File: src/rtl/npu_arith_core.sv
`timescale 1ns/1ps
`default_nettype none
// ============================================================================
// Module      : npu_arith_core
// Description : PE arithmetic core. Performs a 9-lane signed MAC over several beats,
//               adds bias, requantises with saturation, applies optional ReLU and
//               optional 4:1 max-pool.
// Revision    : 1.0 - initial release
// ============================================================================
module npu_arith_core #(
    parameter int LANES = 9,
    parameter int DW    = 8,
    parameter int ACCW  = 24
) (
    input  logic                clk,
    input  logic                reset,
    input  logic [LANES*DW-1:0] in,
    input  logic [LANES*DW-1:0] weight,
    input  logic [15:0]         bias,
    input  logic [1:0]          bound_level,
    input  logic [2:0]          step,
    input  logic                en,
    input  logic                en_relu,
    input  logic                en_mp,
    output logic [DW-1:0]       out,
    output logic                out_en
);
    localparam logic signed [ACCW-1:0] c_qmax = ACCW'((2**(DW-1)) - 1);
    localparam logic signed [ACCW-1:0] c_qmin = ACCW'(-(2**(DW-1)));

    logic [LANES*DW-1:0]     r_in;
    logic [LANES*DW-1:0]     r_wt;
    logic                    r_v;
    logic signed [ACCW-1:0]  r_acc;
    logic [2:0]              r_cnt;
    logic signed [DW-1:0]    r_q;
    logic                    r_q_v;
    logic [1:0]              r_pool_cnt;
    logic signed [DW-1:0]    r_max;

    logic signed [2*DW-1:0]  w_prod [LANES];
    logic signed [ACCW-1:0]  w_sum;
    logic signed [ACCW-1:0]  w_acc_next;
    logic signed [ACCW-1:0]  w_res;
    logic signed [ACCW-1:0]  w_shr;
    logic signed [DW-1:0]    w_q;
    logic                    w_last;
    logic signed [DW-1:0]    w_max_next;

    // Lane 0 sits in the most significant byte of the packed vectors.
    generate
        for (genvar g = 0; g < LANES; g++) begin : g_lane
            assign w_prod[g] = (2*DW)'($signed(r_in[(LANES-1-g)*DW +: DW]))
                             * (2*DW)'($signed(r_wt[(LANES-1-g)*DW +: DW]));
        end
    endgenerate

    always_comb begin
        w_sum = '0;
        for (int i = 0; i < LANES; i++) begin
            w_sum = w_sum + ACCW'(w_prod[i]);
        end
        w_acc_next = r_acc + w_sum;
        w_res      = w_acc_next + ACCW'($signed(bias));
        w_shr      = w_res >>> {bound_level, 2'b00};
        if (w_shr > c_qmax) begin
            w_q = c_qmax[DW-1:0];
        end else if (w_shr < c_qmin) begin
            w_q = c_qmin[DW-1:0];
        end else begin
            w_q = w_shr[DW-1:0];
        end
        if (en_relu && w_q[DW-1]) begin
            w_q = '0;
        end
    end

    assign w_last     = (r_cnt == step);
    // First result of a pool window always loads the running max.
    assign w_max_next = ((r_pool_cnt == 2'd0) || (r_q > r_max)) ? r_q : r_max;

    always_ff @(posedge clk or negedge reset) begin
        if (!reset) begin
            r_in       <= '0;
            r_wt       <= '0;
            r_v        <= 1'b0;
            r_acc      <= '0;
            r_cnt      <= '0;
            r_q        <= '0;
            r_q_v      <= 1'b0;
            r_pool_cnt <= '0;
            r_max      <= '0;
            out        <= '0;
            out_en     <= 1'b0;
        end else begin
            r_v    <= en;
            r_q_v  <= 1'b0;
            out_en <= 1'b0;
            if (en) begin
                r_in <= in;
                r_wt <= weight;
            end
            if (r_v) begin
                if (w_last) begin
                    r_acc <= '0;
                    r_cnt <= '0;
                    r_q   <= w_q;
                    r_q_v <= 1'b1;
                end else begin
                    r_acc <= w_acc_next;
                    r_cnt <= r_cnt + 3'd1;
                end
            end
            if (r_q_v) begin
                if (!en_mp) begin
                    out    <= r_q;
                    out_en <= 1'b1;
                end else if (r_pool_cnt == 2'd3) begin
                    out        <= w_max_next;
                    out_en     <= 1'b1;
                    r_pool_cnt <= '0;
                    r_max      <= '0;
                end else begin
                    r_max      <= w_max_next;
                    r_pool_cnt <= r_pool_cnt + 2'd1;
                end
            end
        end
    end
endmodule
`default_nettype wire

File: config.mk
export PLATFORM = sky130hd
export DESIGN_NAME = npu_arith_core
export DESIGN_NICKNAME = d
export VERILOG_FILES = /design/src/rtl/npu_arith_core.sv
export SDC_FILE = /design/constraint.sdc
export NUM_CORES = 2
export LEC_CHECK = 0
export ABC_AREA = 1
export CORE_UTILIZATION = 43
export DETAILED_ROUTE_END_ITERATION = 7
export SYNTH_ARGS = -nofsm -noshare
export SYNTH_HDL_FRONTEND = slang
export SYNTH_SLANG_ARGS = --single-unit
File: constraint.sdc
create_clock -name clk -period 15.4 [get_ports clk]
set_input_delay 4.62 -clock clk [delete_from_list [all_inputs] [get_ports clk]]
set_output_delay 4.62 -clock clk [all_outputs]
set_load 0.02 [all_outputs]
=== After elaboration in Yosys (flattened, before gate mapping) ===
Index checks and enable logic that the tools add are counted.

* Add/subtract/negate cells: 12
* Multipliers: 9
* Magnitude comparators: 3
* Equal/unequal tests: 3
* Shift operators: 1
* Multiplexer cells: 15
* Reduce and logical (&&, ||, !) cells: 6

{| class="wikitable"
|+ Operators by type and width
! kind !! number
|-
| $mul 8x8->16 || 9
|-
| $mux 8 || 7
|-
| $add 23x16->24 || 1
|-
| $add 24x16->24 || 1
|-
| $add 24x24->24 || 1
|-
| $gt 24x8->1 const B || 1
|-
| $lt 24x8->1 const B || 1
|-
| $mux 24 || 1
|-
| $sshr 24x4->24 || 1
|-
| $add 22x16->23 || 1
|-
| $add 21x16->22 || 1
|-
| $add 20x16->21 || 1
|-
| $add 19x16->20 || 1
|-
| $add 18x16->19 || 1
|-
| $add 17x16->18 || 1
|-
| $add 16x16->17 || 1
|-
| $gt 8x8->1 || 1
|-
| $reduce_and 2->1 || 3
|-
| $mux 1 || 5
|-
| $add 3x1->3 const B || 1
|-
| $eq 3x3->1 || 1
|-
| $mux 3 || 1
|-
| $add 2x1->2 const B || 1
|-
| $eq 2x2->1 const B || 1
|-
| 5 further kinds || 5
|}

* Flip-flop bits (word level): 200
* Input port bits: 170
* Output and inout port bits: 9
* Logic and storage cells: 60

=== Longest topological paths before layout ===
* Word-level depth: 17
* Mapped depth: 64
* Gate-level depth less buffers: 63

=== Worst setup path before layout ===
No wires, ideal clock.

* Path kind: register -> register
* From: reg r_wt[32]
* To: reg r_q[0]
* Setup time: 0.118 ns
* Arrival time: 9.504 ns
* Required time: 15.282 ns
* Slack: 5.778 ns
* Stages on the path, launching flop included: 58
* Buffers on the path: 1
* Clock period less this slack: 9.622 ns
* Cells stage by stage: dfrtp_1 clkbuf_1 nand2_1 inv_1 fa_1 inv_1 fa_1 inv_1 fa_1 inv_1 fa_1 inv_1 fa_1 fa_1 inv_1 fa_1 fa_1 fa_1 [... 22 more ...] nor2_2 ha_1 nand2_1 inv_1 nand2_1 nand2_1 a21oi_1 nand4_1 nand2_2 nand3_2 nand3_4 nand3_1 o21ai_0 nand3_2 nand2_4 nand2_1 nand3_1 nand2_1

* Cells in the longest elaborated chain, start to end: 14
* Elaborated cells on any way between the ends: 15
* Those cells by class: add/sub: 7; mul: 1; order compare: 2; shift: 1; mux: 3; reduce/logical: 1

{| class="wikitable"
|+ Ends and longest elaborated chain
! what !! RTL line !! source
|-
| start: declaration || 32 || <nowiki>logic [LANES*DW-1:0] r_wt;</nowiki>
|-
| start signal: assignment || 101 || <nowiki>r_wt <= weight;</nowiki>
|-
| $mul 8x8->16 * || 54 || <nowiki>* (2*DW)'($signed(r_wt[(LANES-1-g)*DW +: DW]));</nowiki>
|-
| $add 19x16->20 * || 61 || <nowiki>w_sum = w_sum + ACCW'(w_prod[i]);</nowiki>
|-
| $add 20x16->21 * || 61 ||
|-
| $add 21x16->22 * || 61 ||
|-
| $add 22x16->23 * || 61 ||
|-
| $add 23x16->24 * || 61 ||
|-
| $add 24x24->24 * || 63 || <nowiki>w_acc_next = r_acc + w_sum;</nowiki>
|-
| $add 24x16->24 * || 64 || <nowiki>w_res = w_acc_next + ACCW'($signed(bias));</nowiki>
|-
| $sshr 24x4->24 * || 65 || <nowiki>w_shr = w_res >>> {bound_level, 2'b00};</nowiki>
|-
| $lt 24x8->1 || 68 || <nowiki>end else if (w_shr < c_qmin) begin</nowiki>
|-
| $mux 8 || 68 ||
|-
| $mux 8 * || 66 || <nowiki>if (w_shr > c_qmax) begin</nowiki>
|-
| $logic_and 1x1->1 || 73 || <nowiki>if (en_relu && w_q[DW-1]) begin</nowiki>
|-
| $mux 8 * || 73 ||
|-
| end signal: assignment || 107 || <nowiki>r_q <= w_q;</nowiki>
|-
| end: declaration || 36 || <nowiki>logic signed [DW-1:0] r_q;</nowiki>
|}

Every way passes the cells marked *; elsewhere a longest branch is shown, timed or not.
A chain may end at the register's enable or synchronous reset.

=== Final worst setup path ===
* From: reg r_wt[64]
* To: reg r_q[5]

* Cells in the longest elaborated chain, start to end: 17
* Elaborated cells on any way between the ends: 18
* Those cells by class: add/sub: 10; mul: 1; order compare: 2; shift: 1; mux: 3; reduce/logical: 1

{| class="wikitable"
|+ Ends and longest elaborated chain
! what !! RTL line
|-
| $mul 8x8->16 * || 54
|-
| $add 16x16->17 * || 61
|-
| $add 17x16->18 * || 61
|-
| $add 18x16->19 * || 61
|-
| $add 19x16->20 * || 61
|-
| $add 20x16->21 * || 61
|-
| $add 21x16->22 * || 61
|-
| $add 22x16->23 * || 61
|-
| $add 23x16->24 * || 61
|-
| $add 24x24->24 * || 63
|-
| $add 24x16->24 * || 64
|-
| $sshr 24x4->24 * || 65
|-
| $lt 24x8->1 || 68
|-
| $mux 8 || 68
|-
| $mux 8 * || 66
|-
| $logic_and 1x1->1 || 73
|-
| $mux 8 * || 73
|}

Marked as above.

==> results.yml <==
detailed_routing:
  wl_per_cell_um: 17.5
  vias_per_cell: 4.68
  wl_um: 95500
  drc_errors: 0
  dr.pass1.iters: 5
  vias: 25600
  drt_iter0_markers: 1505
  drtAntennaViolNets: 0
clock_network:
  clock_sinks: 200
  cts_hold_buf: 0
  worstSkewPairLatency_ps: 540
  root_buffer: "clkbuf_16"
  cts_post_setup_buffers_inserted: 0
  tritoncts: "yes"
  cts_made_buffers: 17
  htree_levels: 4
  clockBufferDepth: 2
  worst_setup_hold_path_clk_slew_ps: 80
  ctsResizeCount: 0
timing:
  slew_headroom_pct: 33.6
  slew_violations: 0
  hold_viol: 0
  skew_ps: 16.1
  fin_setup_tns_ps: 0
  rsz0062_at_grt: "no"
  fin_crit_sh_pct: 69.7
  worst_pin_slew_ps: 989
  setup_viol: 0
  timing.final.crit_period_ps: 10740
  max_freq_mhz: 93.1
cells_and_area:
  nFillCells: 8368
  regArea_um2: 5000
  drive_gt1_share_pct: 4.69
  syn2layout_area_growth_pct: 8.43
  multi_input_area_um2: 26800
  nNetsFinal: 5545
  layout_commonest_cell: "inv_1"
  n_antenna_cell: 0
  mostFrequentLayoutCells: "inv_1 (1,402), nand2_1 (851), fa_1 (847), ha_1 (232), dfrtp_1 (200)"
critical_path:
  crit_path_max_fanout: 11
  crit_required_ps: 15820
  max_stage_delay_ps: 600
  crit_slowest_cell: "fa_1"
  cp-end-kind: "flip-flop"
  cp.arrival_ps: 11160
  critical_path_class: "flip-flop to flip-flop"
  startpoint_type: "flip-flop"
floorplanning:
  io_pins: 179
  die_w_um: 298
  die_h_um: 298
  die-area_um2: 89100
  coreArea_um2: 86900
  rows: 108
  initial_utilization_pct: 43.5
yosys:
  ys.flop_type: "dfrtp_1"
  synth-async-reset-ratio_pct: 100
  syn_area_um2: 37800
  yosys_warnings: 0
  yosysTopAreaCell: "fa_1"
  synth_area_leaders: "fa_1 (45%), inv_1 (14%), dfrtp_1 (13%), nand2_1 (8.5%), ha_1 (7.7%)"
  synth_cell_type_count: 44
  seq_area_frac_synth_pct: 13.2
  synth_area_per_cell_um2: 8.86
  synth_nets: 5517
  syn_inst: 4268
  synth_enable_flop_cells: 0
  synth.top_cell.area_share_pct: 44.9
  ys_ff_latch: 200
global_routing:
  grt_pass1_vias: 28200
  grt_max_degree: 110
  antenna_found_initial: 0
  track_usage_pct: 23.4
  grt_pass1_wl_um: 159000
  grt_overflow: 0
hold_path:
  hold_class: "flip-flop to flip-flop"
placement:
  place_congestion: 0.898
  hpwlAfterDp_um: 84000
  port_buffers: 178
status:
  status: "finished, final reports clean"
flow_run:
  drv_cap: 0
-- cell usage after synthesis (all sizes together) (17+ instances only) --
library cell and n:
a22o 17, ha 232, nor2 98, fa 847, xor2 20, clkbuf 169
nand2 867, dfrtp 200, nand3 86, inv 1407, a21oi 58, o21ai 72
mux2 111
-- flip-flops by register name (all words and copies together), names as in the netlist, 2 cells and up --
| register | cells |
|---|---|
| out | 8 |
| r_cnt | 3 |
| r_pool_cnt | 2 |
| r_q | 8 |
| r_acc | 24 |
| r_in | 72 |
| r_wt | 72 |
| r_max | 8 |
-- stage by stage --
| step | hold WS (ps) | util (%) | std cells | area (um2) | worst slack [ps] |
|---|---|---|---|---|---|
| final | 493 | 47.2 | 5464 | 41000 | 4660 |
| after global routing | 539 | 47.2 | 5464 | 41000 | 3940 |
| after CTS | 497 | 47.2 | 5464 | 41000 | 4650 |
| after detailed placement | 477 | 46.5 | 5432 | 40400 | 4700 |
| after global placement | 473 | 46.5 | 5432 | 40400 | 4710 |
| after floorplan | 459 | - | 4268 | 37800 | 5780 |
-- cell type report --
| class | count | share of cell area [%] |
|---|---|---|
| inverter | 1412 | 12.9 |
| multi-input combinational | 2482 | 65.5 |
| sequential | 200 | 12.2 |
| clock inverter | 15 | 0.330 |
| timing repair buffer | 183 | 4.48 |
| clock buffer | 17 | 1.04 |
| tap | 1155 | 3.53 |
-- metal layers --
| layer | share of wire (%) | vias up | global-route usage [%] |
|---|---|---|---|
| li1 | - | 12000 | - |
| met1 | 45 | 12900 | 33.1 |
| met2 | 48 | 527 | 38.1 |
| met3 | 4.6 | 77 | 2.79 |
| met4 | 2.4 | 0 | 6.30 |
| met5 | 0 | - | 0 |
-- cells by family after synthesis --
kind of cell,synth area share (%)
AO/OA/AOI/OAI,2.81
flip-flops,13.2
buffers and inverters,15.8
multiplexers,3.31
adder cells (fa/ha/maj),52.5
AND/OR/NAND/NOR,11.6
XOR/XNOR,0.742
-- critical path, delay by kind of cell, from the launching register on --
| kind | cells | cell delay (ps) |
|---|---|---|
| AO/OA/AOI/OAI | 6 | 1080 |
| XOR/XNOR | 1 | 300 |
| adder cells (fa/ha/maj) | 12 | 5970 |
| buffers and inverters | 9 | 840 |
| flip-flops | 1 | 490 |
| AND/OR/NAND/NOR | 20 | 1960 |
-- final timing paths --
| check | from | endpoint | slack (ps) | cells after the start |
|---|---|---|---|---|
| setup / recovery | r_wt[64] | r_q[5] | 4660 | 48 |
| hold / removal | out[2] | out[2] | 490 | 2 |
| setup reg to reg | r_wt[64] | r_q[5] | 4660 | 48 |
| hold reg to reg | out[2] | out[2] | 490 | 2 |
| max in group asynchronous | reset | r_in[42] | 10200 | 2 |
| min in group asynchronous | reset | r_in[67] | 4050 | 1 |
Power is not shown: default switching activity piles up to over one toggle a cycle in this logic, so the estimate is an artifact.
